==> config.mk <==
export PLATFORM = sky130hd
export DESIGN_NAME = input_mapper
export DESIGN_NICKNAME = d
export VERILOG_FILES = /design/src/rtl/input_mapper.sv
export SDC_FILE = /design/constraint.sdc
export NUM_CORES = 1
export LEC_CHECK = 0
export ABC_CLOCK_PERIOD_IN_PS = 3000
export CORE_AREA = 2 2 107 119
export CTS_CLUSTER_SIZE = 14
export DETAILED_ROUTE_END_ITERATION = 10
export DIE_AREA = 0 0 109 121
export GPL_TIMING_DRIVEN = 0
export PLACE_DENSITY = 0.66
export SLEW_MARGIN = 20
export SYNTH_ARGS = -nofsm -noshare
export SYNTH_HDL_FRONTEND = slang
export SYNTH_SLANG_ARGS = --single-unit
==> constraint.sdc <==
create_clock -name clk_sys -period 3 [get_ports clk_sys]
set_input_delay 0.3 -clock clk_sys [delete_from_list [all_inputs] [get_ports clk_sys]]
set_output_delay 0.3 -clock clk_sys [all_outputs]
set_load 0.01 [all_outputs]
==> src/rtl/input_mapper.sv <==
// input_mapper
//   Merges a PS/2 keyboard and two joysticks into per-player arcade controls.
//   Applies optional rotation, opposite-direction cancel, per-button autofire
//   and fixed-length coin pulses. Every output is a flop.
//
// Ports
//   clk_sys              system clock (rising edge)
//   RESET                asynchronous active-high reset
//   ps2_key[64:0]        [64] event toggle, [63:24] extra prefix bytes,
//                        [23:16]/[15:8] prefix/break, [7:0] scan code
//   joystick_0/1[15:0]   R,L,D,U, buttons, start, coin (LSB first)
//   rotate[1:0]          0 none, 1 cw, 2 ccw, 3 180
//   merge                both players see the OR of all dir/button sources
//   af_en[NUM_BTN-1:0]   per-button autofire enable
//   p1_dir/p2_dir[3:0]   {U,D,L,R}
//   p1_btn/p2_btn        action buttons
//   p1_start/p2_start    start buttons
//   coin[1:0]            [0] P1, [1] P2 coin pulses
module input_mapper #(
  parameter int                         NUM_BTN  = 3,
  parameter logic [(NUM_BTN+7)*9-1:0]   KEYMAP   = {9'h02E, 9'h006, 9'h005, 9'h029, 9'h011,
                                                    9'h014, 9'h074, 9'h06B, 9'h072, 9'h075},
  parameter logic [15:0]                COIN_LEN = 16'd50000,
  parameter logic [23:0]                AF_HALF  = 24'd400000
) (
  input  logic               clk_sys,
  input  logic               RESET,
  input  logic [64:0]        ps2_key,
  input  logic [15:0]        joystick_0,
  input  logic [15:0]        joystick_1,
  input  logic [1:0]         rotate,
  input  logic               merge,
  input  logic [NUM_BTN-1:0] af_en,
  output logic [3:0]         p1_dir,
  output logic [3:0]         p2_dir,
  output logic [NUM_BTN-1:0] p1_btn,
  output logic [NUM_BTN-1:0] p2_btn,
  output logic               p1_start,
  output logic               p2_start,
  output logic [1:0]         coin
);

  localparam int NK       = NUM_BTN + 7;
  localparam int K_START1 = NUM_BTN + 4;
  localparam int K_START2 = NUM_BTN + 5;
  localparam int K_COIN   = NUM_BTN + 6;
  localparam int J_START  = NUM_BTN + 4;
  localparam int J_COIN   = NUM_BTN + 5;

  // Upper joystick bits carry nothing for this mapping.
  logic unused_js;
  assign unused_js = &{1'b0, joystick_0[15:J_COIN+1], joystick_1[15:J_COIN+1]};

  // Rotation on {U,D,L,R}, followed by cancelling of opposing directions.
  function automatic logic [3:0] rot_dir(input logic [3:0] d, input logic [1:0] r);
    logic [3:0] o;
    case (r)
      2'd1:    o = {d[1], d[0], d[2], d[3]};
      2'd2:    o = {d[0], d[1], d[3], d[2]};
      2'd3:    o = {d[2], d[3], d[0], d[1]};
      default: o = d;
    endcase
    if (o[3] && o[2]) o[3:2] = 2'b00;
    if (o[1] && o[0]) o[1:0] = 2'b00;
    return o;
  endfunction

  logic                        armed_q, armed_d;
  logic                        tgl_q, tgl_d;
  logic [NK-1:0]               key_q, key_d;
  logic [3:0]                  p1_dir_q, p1_dir_d, p2_dir_q, p2_dir_d;
  logic [NUM_BTN-1:0]          p1_btn_q, p1_btn_d, p2_btn_q, p2_btn_d;
  logic                        p1_start_q, p1_start_d, p2_start_q, p2_start_d;
  logic [23:0]                 af_cnt_q, af_cnt_d;
  logic                        af_phase_q, af_phase_d;
  logic [1:0]                  coin_q, coin_d;
  logic [1:0]                  req_prev_q, req_prev_d;
  logic [1:0][15:0]            coin_cnt_q, coin_cnt_d;

  logic                        key_ev, pressed, extended;
  logic [8:0]                  code;
  logic [3:0]                  kb_dir, p1_raw_dir, p2_raw_dir;
  logic [NUM_BTN-1:0]          p1_held, p2_held, af_mask;
  logic [1:0]                  req;

  always_comb begin
    // armed_q blocks the first edge after reset from seeing a stale toggle
    // or a held coin request as a new event.
    armed_d  = 1'b1;
    tgl_d    = ps2_key[64];
    key_ev   = armed_q && (ps2_key[64] != tgl_q);
    pressed  = (ps2_key[15:8] != 8'hF0);
    extended = pressed ? (ps2_key[15:8] == 8'hE0) : (ps2_key[23:16] == 8'hE0);
    code     = (ps2_key[63:24] != 40'd0) ? 9'h000 : {extended, ps2_key[7:0]};

    key_d = key_q;
    if (key_ev) begin
      for (int e = 0; e < NK; e++) begin
        if ((KEYMAP[e*9 +: 9] != 9'h000) && (KEYMAP[e*9 +: 9] == code)) key_d[e] = pressed;
      end
    end

    kb_dir = {key_q[0], key_q[1], key_q[2], key_q[3]};
    if (merge) begin
      p1_raw_dir = kb_dir | joystick_0[3:0] | joystick_1[3:0];
      p2_raw_dir = p1_raw_dir;
      p1_held    = key_q[4 +: NUM_BTN] | joystick_0[4 +: NUM_BTN] | joystick_1[4 +: NUM_BTN];
      p2_held    = p1_held;
    end else begin
      p1_raw_dir = kb_dir | joystick_0[3:0];
      p2_raw_dir = joystick_1[3:0];
      p1_held    = key_q[4 +: NUM_BTN] | joystick_0[4 +: NUM_BTN];
      p2_held    = joystick_1[4 +: NUM_BTN];
    end

    p1_dir_d   = rot_dir(p1_raw_dir, rotate);
    p2_dir_d   = rot_dir(p2_raw_dir, rotate);
    p1_start_d = key_q[K_START1] | joystick_0[J_START];
    p2_start_d = key_q[K_START2] | joystick_1[J_START];

    // Shared autofire timer: idles at 0 with phase high so a fresh press
    // always starts with a full "on" half-period.
    if (|((p1_held | p2_held) & af_en)) begin
      if (af_cnt_q == AF_HALF - 24'd1) begin
        af_cnt_d   = 24'd0;
        af_phase_d = ~af_phase_q;
      end else begin
        af_cnt_d   = af_cnt_q + 24'd1;
        af_phase_d = af_phase_q;
      end
    end else begin
      af_cnt_d   = 24'd0;
      af_phase_d = 1'b1;
    end
    af_mask  = ~af_en | {NUM_BTN{af_phase_q}};
    p1_btn_d = p1_held & af_mask;
    p2_btn_d = p2_held & af_mask;

    req[0]     = joystick_0[J_COIN];
    req[1]     = key_q[K_COIN] | joystick_1[J_COIN];
    req_prev_d = req;
    coin_d     = coin_q;
    coin_cnt_d = coin_cnt_q;
    for (int n = 0; n < 2; n++) begin
      if (coin_q[n]) begin
        if (coin_cnt_q[n] == 16'd0) coin_d[n] = 1'b0;
        else                        coin_cnt_d[n] = coin_cnt_q[n] - 16'd1;
      end else if (armed_q && req[n] && !req_prev_q[n]) begin
        coin_d[n]     = 1'b1;
        coin_cnt_d[n] = COIN_LEN - 16'd1;
      end
    end
  end

  always_ff @(posedge clk_sys or posedge RESET) begin
    if (RESET) begin
      armed_q    <= 1'b0;
      tgl_q      <= 1'b0;
      key_q      <= '0;
      p1_dir_q   <= '0;
      p2_dir_q   <= '0;
      p1_btn_q   <= '0;
      p2_btn_q   <= '0;
      p1_start_q <= 1'b0;
      p2_start_q <= 1'b0;
      af_cnt_q   <= '0;
      af_phase_q <= 1'b1;
      coin_q     <= '0;
      req_prev_q <= '0;
      coin_cnt_q <= '0;
    end else begin
      armed_q    <= armed_d;
      tgl_q      <= tgl_d;
      key_q      <= key_d;
      p1_dir_q   <= p1_dir_d;
      p2_dir_q   <= p2_dir_d;
      p1_btn_q   <= p1_btn_d;
      p2_btn_q   <= p2_btn_d;
      p1_start_q <= p1_start_d;
      p2_start_q <= p2_start_d;
      af_cnt_q   <= af_cnt_d;
      af_phase_q <= af_phase_d;
      coin_q     <= coin_d;
      req_prev_q <= req_prev_d;
      coin_cnt_q <= coin_cnt_d;
    end
  end

  assign p1_dir   = p1_dir_q;
  assign p2_dir   = p2_dir_q;
  assign p1_btn   = p1_btn_q;
  assign p2_btn   = p2_btn_q;
  assign p1_start = p1_start_q;
  assign p2_start = p2_start_q;
  assign coin     = coin_q;

endmodule

==> results of run 1 <==
[synth_stat cells, types with 4 or more instances]
library cell	instances	area share, %
or4_1	10	1.6
mux4_2	8	3.9
nand2b_1	8	1.1
nor3_1	14	1.5
a211oi_1	10	1.6
nor4_1	16	2.1
or3_1	5	0.67
clkbuf_1	7	0.56
o21a_1	7	1.1
ha_1	5	1.3
nand2_1	25	2.0
dfrtp_1	88	47
a21oi_1	13	1.4
o31ai_1	5	0.80
or2_2	6	0.80
xnor2_1	9	1.7
inv_1	12	0.96
nand4_1	15	2.0
nor2_1	60	4.8
nand3_1	26	2.8
and3_1	7	0.94
xor2_1	26	4.9
o21ai_0	11	1.2
and4_1	4	0.75
mux2_2	10	2.4
nor2b_1	9	1.2
[final cells by class]
class	instances	area, µm²	area share, %
buffer	11	45.0	0.720
clock buffer	14	284	4.54
clock inverter	2	10.0	0.160
inverter	12	47.5	0.760
multi-input combinational	349	2360	37.7
sequential	89	2230	35.6
tap	154	193	3.08
timing repair buffer	107	1090	17.4
[stage by stage]
stage,hold slack (ps),total power [mW],instance area [µm²]
after floorplan,331,1.66,4670
after global placement,446,1.88,5920
after detailed placement,459,1.90,5960
after CTS,366,3.00,6250
after global routing,415,3.13,6260
final,343,2.97,6260
[sequential cells by signal, summed over array words and instances, names as in the netlist]
register / cells
af_cnt_q: 24
p2_dir: 4
p1_dir: 4
p1_start: 1
armed_q: 1
coin: 2
af_phase_q: 1
coin_cnt_q: 32
p2_btn: 3
tgl_q: 1
p2_start: 1
p1_btn: 3
key_q: 10
req_prev_q: 2
[power groups by stage]
stage	combinational (mW)	sequential, mW	clock (mW)
floorplan	0.251	1.41	0
global placement	0.461	1.42	0
detailed placement	0.482	1.42	0
CTS	0.483	1.40	1.11
global route	0.535	1.42	1.17
finish	0.475	1.41	1.09
[per-layer routing]
metal	part of all wire [%]	vias up	wire length, µm	track usage (%)
met4	1.5	0	165	6.41
met2	51	105	5510	30.4
met1	43	1935	4650	21.6
met3	4.7	10	511	3.33
li1	-	1924	-	-
met5	0	-	0	0
[worst max-delay path, delay by kind of cell]
| kind | cells | cell delay (ps) |
|---|---|---|
| compound gates | 1 | 670 |
| mux | 1 | 310 |
| simple gates | 3 | 1180 |
| buf+inv | 1 | 400 |
[worst min-delay path by stage]
stage                  startpoint              to  slack, ps  cells past startpoint
floorplan           joystick_0[8]   req_prev_q[0]        330                      0
global placement         key_q[7]        p1_start        450                      1
detailed placement       key_q[7]        p1_start        460                      1
CTS                         RESET  coin_cnt_q[13]        370                      2
global route                RESET   req_prev_q[0]        420                      2
finish                      RESET  coin_cnt_q[12]        340                      2
[cell families after synthesis]
kind of cell,count (synthesis)
adders and majority gates,5
buffers and inverters,23
DFF,89
other,1
AOI/OAI and AO/OA,60
and+or+nand+nor,227
xor gates and xnor gates,35
muxes,21
==> results.cfg, run 1 <==
[layout]
area_growth_pct = 33.9
mostFrequentLayoutCells = clkdlybuf4s50_1, dfrtp_1, nor2_1
finalCoreUtilization_pct = 52.4
nets = 689
diodes = 0
layout_commonest_cell = clkdlybuf4s50_1
drive_above_1_share_pct = 9.59
nFillCells = 1077
layout.cells.non_filler = 738

[synthesis]
synth_top_family_by_area = simple AND/OR/NAND/NOR gates
ys_warn_count = 0
ys_seq_area_share_pct = 47.7
synth_cell_types = 54
postSynthNetCount = 571
synthMuxAreaShare_pct = 6.91
netlist_area_um2 = 4670
synth_fa_ha_area_share_pct = 1.34
synth_edf_count = 0
synth.avg_cell_area_um2 = 10.1
synth-simple-area-share_pct = 26.8
async_flop_share_pct = 100
synth_cells = 461
ys_seq_elements = 89
synth_compound_area_share_pct = 8.65
synth_flop_cell = dfrtp_1
synthXorXnorAreaFrac_pct = 6.56

[floorplan]
placementRows = 42
fp.dieArea_um2 = 13200
dieWidth_um = 109
core_um2 = 11900
io_pins = 123
initial_utilization_pct = 39.2
die_y_um = 121

[clocking]
cts_tree = yes
cts_setup_buffers = 0
clkLatencyLatePin_ps = 340
clock_sinks = 89
cts_hold_buf = 0
htree_levels = 3
cts.clk_slew.worst_paths_ps = 60
clock-root-buffer = clkbuf_16
cts_buffers = 9
cts_buffer_depth = 2
cts_resized = 0

[placed_design]
place_congestion = 0.783
io_buffers = 106
hpwl_um = 8250
dp_slack_ps = -193
placed_cells = 722

[worst_setup_path]
cp-endpoint = key_q[6]
crit_path_top_delay_cell = a2111oi_1
slowest_delay_ps = 670
crit_arrival_ps = 2870
cp-startpoint = ps2_key[55]
startpoint_type = input pin
r2r_start = armed_q
worstRegToRegCells = 5
regToRegSetupSlack_ps = 390
worstPathCellList = clkdlybuf4s50_1 -> nor4b_1 -> nand4_1 -> a2111oi_1 -> nand3_1 -> mux2_2
critical_path.endpoint_type = flip-flop
critical_path_class = input pin to flip-flop
r2r_end = key_q[6]
path_max_fanout = 3
required_ps = 3230

[timing]
finalHoldViolations = 0
slew_violations = 0
skew_ps = 7.67
worst_slew_pin_slew_ps = 880
max_freq_mhz = 379
fin_tns_setup_ps = 0
setup_ws_ps = 364
relSlewSlack_pct = 40.8
setup_viol = 0
fin_crit_sh_pct = 87.9
rsz0062_at_grt = no
final.min_clock_period_ps = 2640

[global_route]
grt_max_degree = 53
antenna_found_initial = 0
grt_overflow = 0
grt_pass1_vias = 4067
grtUsageTotal_pct = 17.6
grt_first_pass_wirelength_um = 18400

[pwr]
seqPwrFrac_pct = 47.3
p_comb_share_pct = 16.0
p_int_mw = 2.22
pwr-share-clk_pct = 36.7
p_leak_nw = 2.51
peakVddDrop_mv = 0.302
p_switching_mw = 0.754
p_sw_share_pct = 25.4
power_density_nw_per_um2 = 475

[detailed_routing]
wl_um = 10800
drt-initial-drc-count = 218
wl_per_cell_um = 14.7
ant_nets = 0
vias = 3974
via_per_inst = 5.38
drc = 0
first_pass_iters = 4

[outcome]
status = completed

[hold_path]
min_path_type = input pin to async pin

[run]
maxCapViolations = 0
(Power assumes the default switching activity.)
==> inputs of run 2 (changes only) <==
--- a/config.mk
+++ b/config.mk
@@ -7,11 +7,13 @@
 export LEC_CHECK = 0
 export ABC_CLOCK_PERIOD_IN_PS = 3000
 export CORE_AREA = 2 2 107 119
+export CTS_CLUSTER_DIAMETER = 60
 export CTS_CLUSTER_SIZE = 14
 export DETAILED_ROUTE_END_ITERATION = 10
 export DIE_AREA = 0 0 109 121
+export DONT_BUFFER_PORTS = 1
 export GPL_TIMING_DRIVEN = 0
-export PLACE_DENSITY = 0.66
+export MAX_ROUTING_LAYER = met4
 export SLEW_MARGIN = 20
 export SYNTH_ARGS = -nofsm -noshare
 export SYNTH_HDL_FRONTEND = slang
==> results.cfg, run 2 (synthesized netlist as in run 1, its figures left out) <==
[layout]
layout_commonest_cell = dfrtp_1
final_area_um2 = 5280
nets = 586
diodes = 0
mostFrequentLayoutCells = dfrtp_1, nor2_1, xor2_1, nand3_1, nand2_1
area_growth_pct = 13.1
drive_above_1_share_pct = 11.9
layout.cells.non_filler = 635
largest_register = coin_cnt_q
largest_reg_flops = 32
reg.largest.list = coin_cnt_q (32), af_cnt_q (24), key_q (10)
finalCoreUtilization_pct = 44.3

[outcome]
status = completed

[pwr]
p_leak_nw = 2.13
total_power_mw = 3.03
peakVddDrop_mv = 0.378
power_density_nw_per_um2 = 574

[worst_setup_path]
startpoint_type = flip-flop
cp-endpoint = key_q[2]
crit_arrival_ps = 2990
r2r_start = armed_q
critical_path_class = flip-flop to flip-flop
required_ps = 3220
r2r_end = key_q[2]
worstRegToRegCells = 5
regToRegSetupSlack_ps = 230
path_max_fanout = 4
cp-startpoint = armed_q
critical_path.endpoint_type = flip-flop

[global_route]
grtUsageTotal_pct = 16.6
antenna_found_initial = 0
grt_pass1_vias = 3523
grt_overflow = 0
grt_use_met3_pct = 6.02
grt_first_pass_wirelength_um = 16500
use_met1_pct = 19.1
use_met2_pct = 27.3
grt-busiest-layer = met2
grt_max_degree = 55

[placed_design]
placed_cells = 616
place_congestion = 0.833
hpwl_um = 7610
post_dp_cell_area_um2 = 4890
io_buffers = 0
dp_slack_ps = 113

[timing]
skew_ps = 3.52
setup_ws_ps = 229
finalHoldViolations = 0
setup_viol = 0
rsz0062_at_grt = no
final.min_clock_period_ps = 2770
holdWs_ps = 70.1
fin_crit_sh_pct = 92.4
fin_tns_setup_ps = 0
max_freq_mhz = 361
relSlewSlack_pct = 37.8
slew_violations = 0
worst_slew_pin_slew_ps = 926

[clocking]
clock_sinks = 89
htree_levels = 3
clkLatencyLatePin_ps = 340
cts_buffers = 9
cts_tree = yes
clock-root-buffer = clkbuf_16
cts_setup_buffers = 0
cts.clk_slew.worst_paths_ps = 60
cts_buffer_depth = 2

[floorplan]
fp.dieArea_um2 = 13200
dieWidth_um = 109
placementRows = 42
core_um2 = 11900
io_pins = 123
initial_utilization_pct = 39.2
die_y_um = 121

[detailed_routing]
first_pass_iters = 4
wl_per_cell_um = 15.8
via_per_inst = 5.68
drt-initial-drc-count = 197
drc = 0
ant_nets = 0
vias = 3605
wl_um = 10100

[hold_path]
min_path_type = input pin to flip-flop

[run]
maxCapViolations = 0
-- run 2: repair_timing --
item,CTS,global route
hold endpoints to repair,37,0
setup endpoints to repair,0,2
gates resized for setup,0,1
hold buffers,3,0
-- run 2: worst min-delay path by stage --
| stage | depth (start not counted) | startpoint | to |
|---|---|---|---|
| 6_report | 1 | joystick_0[7] | p1_start |
| 4_1_cts | 1 | joystick_0[7] | p1_start |
| 2_1_floorplan | 0 | joystick_0[8] | req_prev_q[0] |
| 5_1_grt | 1 | joystick_0[7] | p1_start |
| 3_3_place_gp | 0 | joystick_0[8] | req_prev_q[0] |
| 3_5_place_dp | 1 | RESET | coin_cnt_q[15] |
-- run 2: worst max-delay path, stage by stage, from the launching register on --
cell,delay (ps)
dfrtp_1,380
nor4b_1,700
nand4_1,410
a2111oi_1,670
nand3_1,190
mux2_2,300
-- run 2: cell type report --
class,count,area (µm²)
multi-input combinational,349,2360
inverter,12,47.5
clock buffer,10,239
timing repair buffer,4,57.6
fill,1128,6650
clock inverter,6,113
buffer,11,45.0
sequential,89,2230
tap,154,193
-- run 2: power breakdown --
group	switching [mW]	leakage, nW	internal (mW)
Clock	0.468	0.173	0.841
Combinational	0.160	0.860	0.148
Sequential	0.119	1.10	1.30
-- run 2: routing by layer --
metal  wire [µm]  part of all wire [%]
met1        4230                    42
met2        5090                    51
met3         605                   6.0
met4         123                   1.2
met5           0                     0
==> inputs of run 3 (changes only) <==
--- a/config.mk
+++ b/config.mk
@@ -8,12 +8,13 @@
 export ABC_CLOCK_PERIOD_IN_PS = 3000
 export CORE_AREA = 2 2 107 119
 export CTS_CLUSTER_DIAMETER = 60
-export CTS_CLUSTER_SIZE = 14
+export CTS_CLUSTER_SIZE = 12
 export DETAILED_ROUTE_END_ITERATION = 10
 export DIE_AREA = 0 0 109 121
 export DONT_BUFFER_PORTS = 1
 export GPL_TIMING_DRIVEN = 0
 export MAX_ROUTING_LAYER = met4
+export SETUP_SLACK_MARGIN = 0.15
 export SLEW_MARGIN = 20
 export SYNTH_ARGS = -nofsm -noshare
 export SYNTH_HDL_FRONTEND = slang
==> results.cfg, run 3 (synthesized netlist as in run 1, its figures left out) <==
[clocking]
cts_buffer_depth = 2
cts_setup_buffers = 0
cts.clk_slew.worst_paths_ps = 60
clkLatencyLatePin_ps = 340
clock_sinks = 89
htree_levels = 3
cts_buffers = 9
clock-root-buffer = clkbuf_16
cts_tree = yes

[layout]
layout_commonest_cell = dfrtp_1
drive_above_1_share_pct = 12.1
reg.largest.list = coin_cnt_q (32), af_cnt_q (24), key_q (10)
largest_reg_flops = 32
nets = 586
nFillCells = 1126
largest_register = coin_cnt_q
seqCellArea_um2 = 2230
multiInputGateArea_um2 = 2370
area_growth_pct = 13.2
diodes = 0
mostFrequentLayoutCells = dfrtp_1, nor2_1, xor2_1, nand3_1, nand2_1

[worst_setup_path]
required_ps = 3220
crit_arrival_ps = 2660
path_max_fanout = 4
cp-startpoint = armed_q
critical_path_class = flip-flop to flip-flop
startpoint_type = flip-flop
critical_path.endpoint_type = flip-flop
r2r_start = armed_q
worstRegToRegCells = 5

[timing]
max_freq_mhz = 410
final.min_clock_period_ps = 2440
slew_violations = 0
rsz0062_at_grt = no
finalHoldViolations = 0
holdWs_ps = 70.1
worst_slew_pin_slew_ps = 926
setup_viol = 0
fin_crit_sh_pct = 81.4
relSlewSlack_pct = 37.8
skew_ps = 3.52

[outcome]
status = completed

[global_route]
grt_pass1_vias = 3523
antenna_found_initial = 0
grt_max_degree = 55
grt_first_pass_wirelength_um = 16500
grtUsageTotal_pct = 16.6
grt_overflow = 0

[floorplan]
placementRows = 42
fp.dieArea_um2 = 13200
dieWidth_um = 109
die_y_um = 121
initial_utilization_pct = 39.2
io_pins = 123
core_um2 = 11900

[placed_design]
hpwl_um = 7610
io_buffers = 0
place_congestion = 0.833

[detailed_routing]
wl_um = 10100
via_per_inst = 5.68
vias = 3604
wl_per_cell_um = 15.8
ant_nets = 0
drt-initial-drc-count = 197
drc = 0
first_pass_iters = 4

[pwr]
peakVddDrop_mv = 0.378
total_power_mw = 3.03
power_density_nw_per_um2 = 574
p_leak_nw = 2.13

[hold_path]
min_path_type = input pin to flip-flop
min_from = joystick_0[7]
hold_depth = 1

[run]
maxCapViolations = 0
## run 3: changes by cell type in the layout (fill, tap and decap cells not counted)
cell     before  now
nor4b_1       2    1
nor4b_2       0    1
## run 3: path summary, 6_finish.rpt
check | end | slack, ps
min | p1_start | 70
max reg2reg | key_q[2] | 560
min reg2reg | coin_cnt_q[7] | 480
max | key_q[2] | 560
max in group asynchronous | af_phase_q | 1860
min in group asynchronous | af_cnt_q[15] | 470
## run 3: per-stage QoR
stage	utilization, %	std cells	worst slack (ps)	TNS, ps	instance area [µm²]
final	44.3	635	559	0	5290
after global routing	44.3	635	452	0	5290
after floorplan	-	461	395	0	4670
after detailed placement	41.0	616	113	0	4890
after global placement	40.8	615	-549	-47710	4860
after CTS	44.2	635	232	0	5280
## run 3: area by class of cell
class | instances | share of cell area [%]
tap | 154 | 3.64
clock buffer | 10 | 4.52
multi-input combinational | 349 | 44.7
buffer | 11 | 0.852
clock inverter | 6 | 2.13
inverter | 12 | 0.899
sequential | 89 | 42.1
timing repair buffer | 4 | 1.09
## run 3: report_power, final
part / internal, mW / total (mW) / switching, mW
Sequential: 1.30 / 1.42 / 0.119
Clock: 0.841 / 1.31 / 0.468
Combinational: 0.148 / 0.308 / 0.160
## run 3: timing repair
action,in CTS,in global routing
gates cloned,0,0
pin swaps,0,0
setup endpoints to repair,3,5
endpoints found under the hold margin,37,0
hold buffers,3,0
resized for setup,1,1
## run 3: critical path, cell delays in order (launching register included)
cell	delay, ps
dfrtp_1	380
nor4b_2	440
nand4_1	360
a2111oi_1	660
nand3_1	190
mux2_2	300
## run 3: per-layer routing
layer,up-vias,share of wire (%),GRT usage [%]
met1,1773,42,19.1
met3,9,6.1,6.02
met5,-,0,-
met4,0,1.2,4.65
met2,98,51,27.3
li1,1724,-,-
